File: config.mk
export PLATFORM = sky130hd
export DESIGN_NAME = dpram_stream_reader
export DESIGN_NICKNAME = d
export VERILOG_FILES = /design/src/rtl/dpram_stream_reader.sv
export SDC_FILE = /design/constraint.sdc
export NUM_CORES = 1
export LEC_CHECK = 0
export CAP_MARGIN = 10
export CORE_ASPECT_RATIO = 2
export CORE_UTILIZATION = 46
export DETAILED_ROUTE_END_ITERATION = 6
export GPL_TIMING_DRIVEN = 0
export PLACE_DENSITY_LB_ADDON = 0.08
export SYNTH_ARGS = -nofsm -noshare
export SYNTH_HDL_FRONTEND = slang
export SYNTH_SLANG_ARGS = --single-unit
File: constraint.sdc
create_clock -name clk -period 2.7 [get_ports clk]
set_input_delay 0.54 -clock clk [delete_from_list [all_inputs] [get_ports clk]]
set_output_delay 0.54 -clock clk [all_outputs]
set_load 0.1 [all_outputs]
File: src/rtl/dpram_stream_reader.sv
// dpram_stream_reader: reads a burst of consecutive words from the read port
// of a dual-port RAM that has one cycle of read latency. The words are sent
// out as a valid/ready stream through a 2-entry output FIFO. A read is issued
// only when the FIFO has room for its data, so back-pressure from the sink
// never causes an overflow.
//
// Optional feature: define DPRAM_STREAM_READER_ABORT_EN to add the `abort`
// input. Asserting abort in RUN or DRAIN cancels the burst: the FIFO and any
// read in flight are dropped, and done is pulsed.
module dpram_stream_reader #(
    parameter int ADDR_WIDTH = 8,
    parameter int DATA_WIDTH = 8
) (
    input  logic                  clk,
    input  logic                  rst_n,
    input  logic                  start,
    input  logic [ADDR_WIDTH-1:0] start_addr,
    input  logic [ADDR_WIDTH:0]   length,
    output logic                  busy,
    output logic                  done,
    output logic [ADDR_WIDTH-1:0] rd_addr,
    input  logic [DATA_WIDTH-1:0] rd_data,
    output logic                  out_valid,
    input  logic                  out_ready,
    output logic [DATA_WIDTH-1:0] out_data,
    output logic                  out_last
`ifdef DPRAM_STREAM_READER_ABORT_EN
    ,
    input  logic                  abort
`endif
);

    typedef enum logic [1:0] {
        IDLE  = 2'd0,
        RUN   = 2'd1,
        DRAIN = 2'd2
    } state_t;

    state_t                state_q, state_d;
    logic [ADDR_WIDTH-1:0] rd_addr_q;
    logic [ADDR_WIDTH:0]   remaining_q;     // reads still to be issued
    logic                  inflight_q;      // a read was issued last cycle
    logic                  inflight_last_q; // that read is the final word
    logic [1:0]            count_q;         // FIFO occupancy, 0..2
    logic [DATA_WIDTH-1:0] e0_data, e1_data; // e0 is the head entry
    logic                  e0_last, e1_last;
    logic                  done_q;

    logic                  abort_hit;
    logic                  pop;
    logic                  start_ok;
    logic                  start_zero;
    logic [2:0]            level;
    logic                  issue;
    logic                  last_issue;

`ifdef DPRAM_STREAM_READER_ABORT_EN
    assign abort_hit = abort && (state_q != IDLE);
`else
    assign abort_hit = 1'b0;
`endif

    // Handshake decode and read-issue decision.
    // level = words that will be held once this cycle's pop and the read in
    // flight land. A new read is allowed only while that stays below 2.
    always_comb begin
        // NOTE: every signal gets a default first, so no path can leave a value held and infer a latch.
        pop        = 1'b0;
        start_ok   = 1'b0;
        start_zero = 1'b0;
        level      = 3'd0;
        issue      = 1'b0;
        last_issue = 1'b0;

        pop        = out_valid && out_ready;
        start_ok   = (state_q == IDLE) && start && (length != '0);
        start_zero = (state_q == IDLE) && start && (length == '0);
        level      = {1'b0, count_q} + {2'b00, inflight_q} - {2'b00, pop};
        issue      = (state_q == RUN) && (remaining_q != '0) &&
                     (level < 3'd2) && !abort_hit;
        last_issue = issue && (remaining_q == {{ADDR_WIDTH{1'b0}}, 1'b1});
    end

    // Next-state logic for the burst sequencer.
    always_comb begin
        state_d = state_q;
        case (state_q)
            IDLE:    if (start_ok) state_d = RUN;
            RUN:     if (abort_hit) state_d = IDLE;
                     else if (last_issue) state_d = DRAIN;
            DRAIN:   if (abort_hit) state_d = IDLE;
                     else if (pop && out_last) state_d = IDLE;
            default: state_d = IDLE;
        endcase
    end

    // State register.
    always_ff @(posedge clk) begin
        // NOTE: sequential state uses non-blocking assignments, so every flop samples pre-edge values.
        if (!rst_n) state_q <= IDLE;
        else        state_q <= state_d;
    end

    // Address/length counters, in-flight tracking, output FIFO and done pulse.
    always_ff @(posedge clk) begin
        if (!rst_n) begin
            rd_addr_q       <= '0;
            remaining_q     <= '0;
            inflight_q      <= 1'b0;
            inflight_last_q <= 1'b0;
            count_q         <= 2'd0;
            done_q          <= 1'b0;
            // NOTE: the two FIFO words are reset as well, so out_data reads 0 after reset.
            e0_data         <= '0;
            e1_data         <= '0;
            e0_last         <= 1'b0;
            e1_last         <= 1'b0;
        end else begin
            done_q <= start_zero || abort_hit || (pop && out_last);

            if (start_ok)   rd_addr_q <= start_addr;
            else if (issue) rd_addr_q <= rd_addr_q + 1'b1;

            if (start_ok)   remaining_q <= length;
            else if (issue) remaining_q <= remaining_q - 1'b1;

            if (abort_hit) begin
                inflight_q      <= 1'b0;
                inflight_last_q <= 1'b0;
                count_q         <= 2'd0;
            end else begin
                inflight_q      <= issue;
                inflight_last_q <= last_issue;
                // The push side is the read issued last cycle, whose data is now on rd_data.
                case ({inflight_q, pop})
                    2'b10: begin
                        if (count_q == 2'd0) begin
                            e0_data <= rd_data;
                            e0_last <= inflight_last_q;
                        end else begin
                            e1_data <= rd_data;
                            e1_last <= inflight_last_q;
                        end
                        count_q <= count_q + 2'd1;
                    end
                    2'b01: begin
                        e0_data <= e1_data;
                        e0_last <= e1_last;
                        count_q <= count_q - 2'd1;
                    end
                    2'b11: begin
                        if (count_q == 2'd1) begin
                            e0_data <= rd_data;
                            e0_last <= inflight_last_q;
                        end else begin
                            e0_data <= e1_data;
                            e0_last <= e1_last;
                            e1_data <= rd_data;
                            e1_last <= inflight_last_q;
                        end
                    end
                    default: ;
                endcase
            end
        end
    end

    assign busy      = (state_q != IDLE);
    assign done      = done_q;
    assign rd_addr   = rd_addr_q;
    assign out_valid = (count_q != 2'd0);
    assign out_data  = e0_data;
    assign out_last  = out_valid && e0_last;

endmodule
==> results_dict.tcl <==
set metrics [dict create \
    netlist_area_um2 2266 \
    io_buffers 48 \
    dieWidth_um 51.63 \
    cts_tree "yes" \
    power.leakage_nw 1.072 \
    first_pass_iters 4 \
    final_area_um2 3018 \
    routed-via-count 2253 \
    detail_route.wl_per_cell_um 16.75 \
    report.final.slew_viol_count 0 \
    antenna_found_initial 0 \
    max_freq_mhz 391.4 \
    most-common-layout-cells "clkdlybuf4s50_1 (45), dfxtp_1 (40), nor2_1 (28), nand2_1 (18), o211ai_1 (16)" \
    fin_cells 375 \
    synthCells 263 \
    period_needed_ps 2555 \
    detailed_place.area_um2 2815 \
    power.density_nw_per_um2 989.1 \
    clockBufferDepth 2 \
    tightest_slew_ps 986.5 \
    min_path_type "reg2reg" \
    grt_start_max_net_pins 13 \
    grt_pass1_vias 2168 \
    drc 0 \
    fin_worst_skew_ps 4.917 \
    worstPathArrival_ps 2780 \
    cp-start-kind "flip-flop" \
    hold_viol_final 0 \
    final_util_pct 64.41 \
    crit_buf_inv 3 \
    cts.sinks 42 \
    grt_usage_pct 25.24 \
    hold_buffers 0 \
    cp-end-kind "flip-flop" \
    cts_buffers 5 \
    fill_cells 435 \
    final_common_cell "clkdlybuf4s50_1" \
    htree_num_levels 2 \
    die_area_um2 5228 \
    required_ps 2930 \
    dp.cells 366 \
    core_um2 4686 \
    ant_nets 0 \
    ys_warn_count 0 \
    die_h_um 101.3 \
    critPathMaxFanout 6 \
    yosysUniqueCellTypes 51 \
    ys_seq_area_share_pct 37.11 \
    cp_top_family "simple AND/OR/NAND/NOR gates" \
    drv_cap 0 \
    viasPerCell 6.008 \
    finalCritPeriodShare_pct 94.64 \
    slowest_delay_ps 440 \
    relSlewSlack_pct 34.03 \
    synth_area_per_cell_um2 8.616 \
    nNetsFinal 358 \
    cpMaxStageDelayCell "fa_2" \
    synth-edff-count 0 \
    synthFlopType "dfxtp_1" \
    outcome "complete, no violations" \
    clock_latency_ps 300 \
    cp_cell_sequence "inv_2, ha_4, nand2b_4, inv_1, nor2_1, o21ai_2, fa_2, xnor2_4, nand3_4, buf_4, or3_1, a31oi_1" \
    async_reset_ff_share_pct 0 \
    cts.clk_slew.worst_paths_ps 80 \
    io_pins 49 \
    drt_wl_total_mm 6.281 \
    area_delta_synth_final_pct 33.19 \
    finalSetupViolations 0 \
    irDropWorstVdd_mv 0.6858 \
    dpl.hpwl_mm 4.564 \
    grt_pass1_wl_mm 9.901 \
    first_iter_violations 76 \
    std_cell_rows 35 \
    grt_overflow 0 \
    antenna_cells 0 \
    finalWeightedCongestion 0.9606 \
    synth_fp_nets 301 \
    whs_ps 499.8 \
    power_mw 2.985 \
    synth_seq_cells 42 \
    drive_gt1_share_pct 12.81 \
    critical_path_class "reg2reg" \
    initial_utilization_pct 48.36 \
    cts_root_buffer "clkbuf_8" \
]
-- repair_timing --
item,4_1_cts,5_1_grt
pin swaps,1,6
setup buffers,2,1
setup endpoints to repair,23,20
hold endpoints to repair,0,0
resized for setup,18,16
-- cells by family after synthesis --
| group | synth area share [%] |
|---|---|
| simple gates | 23.91 |
| compound gates | 24.35 |
| flops | 37.11 |
| buf+inv | 4.197 |
| mux | 3.976 |
| fa+ha+maj | 5.301 |
| xor+xnor | 1.160 |
-- flip-flops by register name, indices dropped and copies added, names as in the netlist --
register and flops:
out_data 8, done 1, e1_last 1, inflight_last_q 1, count_q 2, state_q 2, remaining_q 9, e1_data 8
rd_addr 8, inflight_q 1, e0_last 1
-- power breakdown --
part,switching [mW],leakage [nW],total [mW],internal (mW)
clock network,0.224,0.0438,0.398,0.174
logic,1.17,0.683,1.73,0.558
registers,0.114,0.345,0.860,0.746
total,1.51,1.07,2.98,1.48
-- stage by stage --
stage          TNS (ps)  setup WS [ps]
6_report              0          144.8
3_3_place_gp     -10850         -655.2
5_1_grt          -81.08         -23.42
2_1_floorplan         0          72.49
3_5_place_dp     -12030         -713.0
4_1_cts          -1.140         -1.140
-- per-layer routing --
layer,vias to the layer above,GRT usage [%],wire length [um]
met2,68,45.75,3366
met5,-,0,0
met4,0,13.51,208
li1,1102,-,-
met1,1061,26.30,2479
met3,22,4.805,225
-- final cells by class --
cell class                 instances  area, um^2  area share (%)
multi-input combinational        199        1408           46.64
sequential                        42       848.3           28.11
timing repair buffer              51       511.7           16.96
clock buffer                       5       68.82           2.280
buffer                            12       68.82           2.280
tap                               55       68.82           2.280
inverter                           9       33.78           1.119
clock inverter                     2       10.01          0.3317
-- worst paths after layout --
path | startpoint | end | slack, ps | cells past startpoint
worst max-delay path | count_q[1] | rd_addr[0] | 140 | 12
worst min register to register | e1_data[3] | e1_data[3] | 500 | 2
worst min-delay path | e1_data[3] | e1_data[3] | 500 | 2
worst max register to register | count_q[1] | rd_addr[0] | 140 | 12
-- tightest hold or removal path, cell delays in order (launching register included) --
cell and delay, ps:
dfxtp_1 330, mux2i_1 60, nor2_1 70
-- cells in the mapped netlist (2+ instances only) --
| library cell | instances | area (um^2) |
|---|---|---|
| nand3_1 | 10 | 50.05 |
| dfxtp_1 | 42 | 840.8 |
| clkbuf_1 | 7 | 26.28 |
| a32oi_1 | 2 | 17.52 |
| a31oi_1 | 12 | 75.07 |
| or2_2 | 3 | 18.77 |
| a211oi_1 | 2 | 15.01 |
| o211ai_1 | 16 | 120.1 |
| mux2i_1 | 9 | 90.09 |
| nor2b_1 | 4 | 25.02 |
| xor2_1 | 2 | 17.52 |
| nor4_1 | 2 | 12.51 |
| nor3b_1 | 2 | 15.01 |
| o21a_1 | 2 | 15.01 |
| nor3_1 | 5 | 25.02 |
| o311ai_0 | 3 | 26.28 |
| nand3b_1 | 4 | 30.03 |
| ha_1 | 8 | 100.1 |
| and3_1 | 2 | 12.51 |
| o31a_1 | 2 | 17.52 |
| and2_1 | 2 | 12.51 |
| nand2_1 | 18 | 67.56 |
| inv_1 | 9 | 33.78 |
| nand4_1 | 3 | 18.77 |
| a221oi_1 | 9 | 78.83 |
| or3_1 | 6 | 37.54 |
| buf_2 | 4 | 20.02 |
| nor2_1 | 29 | 108.9 |
| o21ai_0 | 12 | 60.06 |
| a21oi_1 | 9 | 45.04 |
| or4_4 | 2 | 22.52 |
| or4_1 | 2 | 15.01 |
(Power assumes the default switching activity.)
